===== src/rtl/uart_tx_arbiter.sv =====
// Two-requester round-robin arbiter feeding a single UART transmitter (start, LSB-first data, stop).
// Optional even-parity bit between data and stop when UART_TX_PARITY_EN is defined.
module uart_tx_arbiter #(
    parameter int DATA_BITS = 8
) (
    input  logic                 clk_i,
    input  logic                 reset_i,
    input  logic                 br_tick_i,
    input  logic                 req0_i,
    input  logic [DATA_BITS-1:0] data0_i,
    input  logic                 req1_i,
    input  logic [DATA_BITS-1:0] data1_i,
    output logic                 gnt0_o,
    output logic                 gnt1_o,
    output logic                 tx_o,
    output logic                 tx_busy_o,
    output logic                 tx_done_o
);

    localparam int CW = $clog2(DATA_BITS);
    localparam logic [CW-1:0] LAST_BIT = CW'(DATA_BITS - 1);

    typedef enum logic [2:0] {
        IDLE,
        SYNC,
        START,
        DATA,
`ifdef UART_TX_PARITY_EN
        PARITY,
`endif
        STOP
    } state_t;

    state_t                 state_q;
    logic [DATA_BITS-1:0]   shift_q;
    logic [CW-1:0]          cnt_q;
    logic                   last_q;
    logic                   tx_q;
    logic                   busy_q;
    logic                   done_q;
    logic                   gnt0_q;
    logic                   gnt1_q;
`ifdef UART_TX_PARITY_EN
    logic                   par_q;
`endif

    logic                   gnt0_d;
    logic                   gnt1_d;
    logic [DATA_BITS-1:0]   win_data_d;

    // last_q = 1 means requester 1 was served last, so requester 0 wins a tie
    always_comb begin
        gnt1_d     = req1_i & (~req0_i | ~last_q);
        gnt0_d     = req0_i & ~gnt1_d;
        win_data_d = gnt1_d ? data1_i : data0_i;
    end

    always_ff @(posedge clk_i or posedge reset_i) begin
        if (reset_i) begin
            state_q <= IDLE;
            shift_q <= '0;
            cnt_q   <= '0;
            last_q  <= 1'b1;
            tx_q    <= 1'b1;
            busy_q  <= 1'b0;
            done_q  <= 1'b0;
            gnt0_q  <= 1'b0;
            gnt1_q  <= 1'b0;
`ifdef UART_TX_PARITY_EN
            par_q   <= 1'b0;
`endif
        end else begin
            gnt0_q <= 1'b0;
            gnt1_q <= 1'b0;
            done_q <= 1'b0;
            case (state_q)
                IDLE: begin
                    if (req0_i || req1_i) begin
                        shift_q <= win_data_d;
                        gnt0_q  <= gnt0_d;
                        gnt1_q  <= gnt1_d;
                        last_q  <= gnt1_d;
                        busy_q  <= 1'b1;
                        state_q <= SYNC;
`ifdef UART_TX_PARITY_EN
                        par_q   <= ^win_data_d;
`endif
                    end
                end
                SYNC: begin
                    if (br_tick_i) begin
                        tx_q    <= 1'b0;
                        state_q <= START;
                    end
                end
                START: begin
                    if (br_tick_i) begin
                        tx_q    <= shift_q[0];
                        shift_q <= {1'b0, shift_q[DATA_BITS-1:1]};
                        cnt_q   <= '0;
                        state_q <= DATA;
                    end
                end
                DATA: begin
                    if (br_tick_i) begin
                        if (cnt_q == LAST_BIT) begin
`ifdef UART_TX_PARITY_EN
                            tx_q    <= par_q;
                            state_q <= PARITY;
`else
                            tx_q    <= 1'b1;
                            state_q <= STOP;
`endif
                        end else begin
                            tx_q    <= shift_q[0];
                            shift_q <= {1'b0, shift_q[DATA_BITS-1:1]};
                            cnt_q   <= cnt_q + CW'(1);
                        end
                    end
                end
`ifdef UART_TX_PARITY_EN
                PARITY: begin
                    if (br_tick_i) begin
                        tx_q    <= 1'b1;
                        state_q <= STOP;
                    end
                end
`endif
                STOP: begin
                    if (br_tick_i) begin
                        done_q  <= 1'b1;
                        busy_q  <= 1'b0;
                        state_q <= IDLE;
                    end
                end
                default: begin
                    tx_q    <= 1'b1;
                    busy_q  <= 1'b0;
                    state_q <= IDLE;
                end
            endcase
        end
    end

    assign gnt0_o    = gnt0_q;
    assign gnt1_o    = gnt1_q;
    assign tx_o      = tx_q;
    assign tx_busy_o = busy_q;
    assign tx_done_o = done_q;

endmodule


===== config.mk =====
export PLATFORM = sky130hd
export DESIGN_NAME = uart_tx_arbiter
export DESIGN_NICKNAME = d
export VERILOG_FILES = /design/src/rtl/uart_tx_arbiter.sv
export SDC_FILE = /design/constraint.sdc
export NUM_CORES = 1
export LEC_CHECK = 0
export CELL_PAD_IN_SITES_DETAIL_PLACEMENT = 0
export CELL_PAD_IN_SITES_GLOBAL_PLACEMENT = 1
export CORE_ASPECT_RATIO = 0.5
export CORE_MARGIN = 3
export CORE_UTILIZATION = 39
export DETAILED_ROUTE_END_ITERATION = 6
export PLACE_DENSITY = 0.83
export SYNTH_ARGS = -nofsm -noshare
export SYNTH_HDL_FRONTEND = slang
export SYNTH_SLANG_ARGS = --single-unit

===== constraint.sdc =====
create_clock -name clk_i -period 2.7 [get_ports clk_i]
set_input_delay 0.54 -clock clk_i [delete_from_list [all_inputs] [get_ports clk_i]]
set_output_delay 0.54 -clock clk_i [all_outputs]
set_load 0.01 [all_outputs]

# After elaboration in Yosys (flattened, before gate mapping)
# Index checks and enable logic that the tools add are counted.
[word_totals]
out_inout_bits = 5
regBits = 20
[op_classes]
eq_ne = 12
n_addsub = 1
reduce_logical = 12
n_mux = 29
bitwise_logic = 8
[ops]
columns = ["operator", "n"]
rows = [
  ["$mux W8", 5],
  ["$mux W3", 8],
  ["$pmux W8 S3", 1],
  ["$pmux W3 S5", 1],
  ["$ne A2 B2 Y1 const B", 7],
  ["$mux W1", 11],
  ["$reduce_and A4 Y1", 2],
  ["$eq A3 B2 Y1 const B", 2],
  ["$eq A3 B3 Y1 const B", 2],
  ["$pmux W3 S2", 1],
  ["$reduce_and A6 Y1", 1],
  ["$not A1 Y1", 5],
  ["$reduce_and A5 Y1", 1],
  ["$pmux W1 S4", 1],
  ["$add A3 B1 Y3 const B", 1],
  ["$eq A3 B1 Y1 const B", 1],
  ["$logic_not A3 Y1", 1],
  ["$pmux W1 S3", 1],
  ["$reduce_and A3 Y1", 1],
  ["$reduce_bool A3 Y1", 1],
  ["$reduce_or A3 Y1", 1],
  ["$and A1 B1 Y1", 2],
  ["$reduce_and A2 Y1", 1],
  ["$reduce_bool A2 Y1", 1],
  ["3 further kinds", 3],
]

# Longest topological paths before layout
[depth]
ltp_word = 7
depth_mapped = 7

# Worst setup path before layout
# Ideal clock, no wire load.
[synth_path]
path_type = "reg-to-reg"
startpoint = "register cnt_q[0]"
endpoint = "register shift_q[0]"
stages_incl_launch_ff = 8
arrival_time_ns = 1.528
t_required_ns = 2.578
n_path_buf = 1
path_slack_ns = 1.051
cell_sequence = "dfrtp_1 -> ha_1 -> ha_1 -> nand2_1 -> a32o_2 -> nand2b_2 -> buf_6 -> a32o_1"
[synth_between]
elab_chain_cells = 3
[synth_lines]
columns = ["element", "line_no", "text"]
rows = [
  ["from (decl)", "36", "logic [CW-1:0] cnt_q;"],
  ["from (signal assigned)", "117", "cnt_q <= cnt_q + CW'(1);"],
  ["$eq A3 B3 Y1", "106", "if (cnt_q == LAST_BIT) begin"],
  ["$ne A2 B2 Y1 (no source line)", "--", ""],
  ["$reduce_and A5 Y1 (no source line)", "--", ""],
  ["to (signal assigned)", "79", "shift_q <= win_data_d;"],
  ["to (signal assigned)", "99", "shift_q <= {1'b0, shift_q[DATA_BITS-1:1]};"],
  ["to (signal assigned)", "116", "shift_q <= {1'b0, shift_q[DATA_BITS-1:1]};"],
  ["to (decl)", "35", "logic [DATA_BITS-1:0] shift_q;"],
]
# Every way passes these cells.
# A chain may end at the register's enable or synchronous reset.

# Final worst setup path
[layout_path]
startpoint = "register tx_q, in the netlist tx_o"
endpoint = "output port tx_o"
[layout_lines]
columns = ["element", "line_no", "text"]
rows = [
  ["from (decl)", "38", "logic tx_q;"],
  ["from (signal assigned)", "98", "tx_q <= shift_q[0];"],
  ["from (signal assigned)", "115", "tx_q <= shift_q[0];"],
  ["to (decl)", "15", "output logic tx_o,"],
]
# No word-level cell between the ends.

==> results.md <==
* DRC Markers at 0
* FF+latch count, synth at 20
* Slew margin rel. at 50.01%
* First-pass GRT wire length at 3691 microns
* WL per Instance at 12.81 microns
* Reg area at 503.0 sq um
* Final Max Tran Viols at 0
* Worst Slack Setup Final at 0.8437 ns
* DP Worst Slack at 0.5947 ns
* WHS Path Cells at 2
* Worst Setup Path Type: reg -> out
* Slowest cell on the critical path: dfstp_2
* Commonest non-fill, non-tap cells in the layout: 25 x clkdlybuf4s50_1, 22 x nand2_1, 18 x dfrtp_1
* IO Pins at 26
* Overall fraction of global-route tracks in use at 13.80%
* RSZ-0062 raised after global routing: no
* Layout cell share with drive strength beyond 1 at 7.857%
* Final Cycle Share at 68.75%
* CTS max path bufs at 2
* Vias at 908
* Chip height at 43.51 microns
* Worst Max-Slew Pin Slew at 0.7490 ns
* Crit-path leading delay family: flip-flops
* Placer Congestion at 0.7880
* Util after Layout at 56.74%
* Number of antenna violations at the first check in global routing at 0
* Synth async-reset ratio at 100.0%
* Antenna Nets Post-Route at 0
* Mapped cell area at 0.001097 sq mm
* Max Cap Violations at 0
* Number of synthesized flops with an enable pin at 0
* Cts hold-fix bufs at 0
* Clock root cell: clkbuf_8
* Status: finished, final reports clean
* RR Endpoint: shift_q[5]
* YS warnings at 0
* Vias in the first global route at 780
* Buf/Inv on CP at 1
* Worst path depth at 1
* Clock latency on the worst-skew pair at 0.26 ns
* CTS Buf Count at 3
* Crit start category: flip-flop
* Synth Flop Type: dfrtp_1
* Mapped Cells at 120
* Post-Synthesis Mean Instance Area at 9.144 sq um
* Post-synthesis sequential area ratio at 45.84%
* P per Cell Area at 837.5 mW/mm^2
* Fill cells at 244
* Most common cell after layout, fill and taps aside: clkdlybuf4s50_1
* Routed WL at 2242 microns
* Worst hold endpoint: tx_busy_o
* Sink Count at 20
* Netlist cell types at 33
* Clk slew on worst S/H paths at 0.07 ns
* Reg2reg setup slack at 0.89 ns
* Multi-input combinational cell area at 500.5 sq um
* Fmax at 538.7 MHz
* Setup_tns at 0 ns
* Worst VDD drop at 0.0002946 V
* First-pass DRT Iterations at 4
* # diodes at 0
* Setup Fix Bufs, Post-CTS at 0
* Chip width at 81.02 microns
* Crit path capture type: primary output
* Vias per inst at 5.189
* Reg2reg path depth at 6
* Largest net degree at the start of global routing at 21
* Initial core utilization at 45.11%
* # setup viols final at 0
* Lkg Pwr at 0.6001 nW
* Number of port buffers at 25
* Hold Vio Cnt, Final at 0
* Min-delay src: tx_busy_o
* Core Region at 0.002432 sq mm
* Post-layout nets at 165
* Core Rows at 12
* Die area at 0.003525 sq mm
* Type of the most critical hold path: reg -> reg
* H-tree levels at 1
* Post-CTS sizing at 0
* CP cell instances: clkdlybuf4s50_1
* Syn_nets at 143
* Synth-to-Final Area Change at 25.77%
* CP required at 2.16 ns
* Worst endpoint data arrival time at 1.32 ns
* Fin crit period at 1.856 ns
* Crit path max fanout at 2
* Overflow after GRT at 0
* R2R Path Start: cnt_q[0]
* Hpwl dp at 1628 microns
* CTS tree: done
* Slowest stage delay, CP at 0.53 ns
* Initial DRC count at 64
* Layout Skew at 0.004069 ns
==> metal layers <==
layer	GRT usage [%]	wire (microns)	part of all wire (%)
met5	0	0	0
met3	3.942	147	6.6
met2	18.60	911	41
met4	5.051	21	0.94
met1	20.64	1162	52
==> area by class of cell <==
type | instances | area share [%]
well taps | 35 | 3.173
multi-input cells | 81 | 36.26
clock buffers | 3 | 2.992
flip-flops and latches | 20 | 36.45
inverters | 11 | 2.992
repair buffers | 25 | 18.13
==> cell usage after synthesis (2+ instances only) <==
cell type	n	area (sq um)
nor2_1	3	11.26
dfstp_2	2	52.55
o21ai_0	2	10.01
a31oi_1	2	12.51
nand2b_1	2	12.51
a32o_1	9	90.09
nand3_1	8	40.04
clkbuf_1	2	7.510
nor3_1	2	10.01
buf_6	2	22.52
nand2_1	22	82.58
a21oi_1	12	60.06
ha_1	2	25.02
nand3b_1	2	15.01
buf_2	3	15.01
inv_1	11	41.29
dfrtp_1	18	450.4
==> where the power goes <==
part           switching (W)  leakage, nW  internal, W
combinational       0.000201        0.331     0.000227
clock              0.0000944       0.0216    0.0000995
sequential          0.000114        0.248     0.000419
total               0.000410        0.600     0.000746
==> metrics by stage <==
stage,hold slack (ns),power [W],area [sq um],instances
after global placement,0.4627,0.0009614,1339,172
after detailed placement,0.4681,0.0009694,1339,172
final,0.4869,0.001156,1380,175
after floorplan,0.4561,0.0008638,1097,120
after CTS,0.4868,0.001166,1380,175
after global routing,0.5058,0.001259,1380,175
==> worst max path at each step <==
stage / startpoint / to / slack, ns
finish: tx_o / tx_o / 0.84
global placement: br_tick_i / shift_q[1] / 0.63
floorplan: cnt_q[0] / shift_q[0] / 1.05
global route: tx_o / tx_o / 0.80
CTS: tx_o / tx_o / 0.83
detailed placement: br_tick_i / shift_q[5] / 0.59
==> registers in the layout, indices dropped and copies added (netlist names) <==
| signal | flops |
|---|---|
| gnt1_o | 1 |
| gnt0_o | 1 |
| tx_busy_o | 1 |
| state_q | 3 |
| tx_o | 1 |
| tx_done_o | 1 |
| shift_q | 8 |
| last_q | 1 |
| cnt_q | 3 |
==> cells by family (layout without fill, tap and decap cells) <==
logic type / count (synthesis) / in the layout / synth area share [%]
AND/OR/NAND/NOR: 44 / 44 / 19.16
AO/OA/AOI/OAI: 33 / 33 / 22.24
flip-flops: 20 / 20 / 45.84
buffers and inverters: 19 / 39 / 8.552
adder cells (fa/ha/maj): 2 / 2 / 2.280
multiplexers: 2 / 2 / 1.938
No activity file was read; power rests on OpenSTA's default activity.
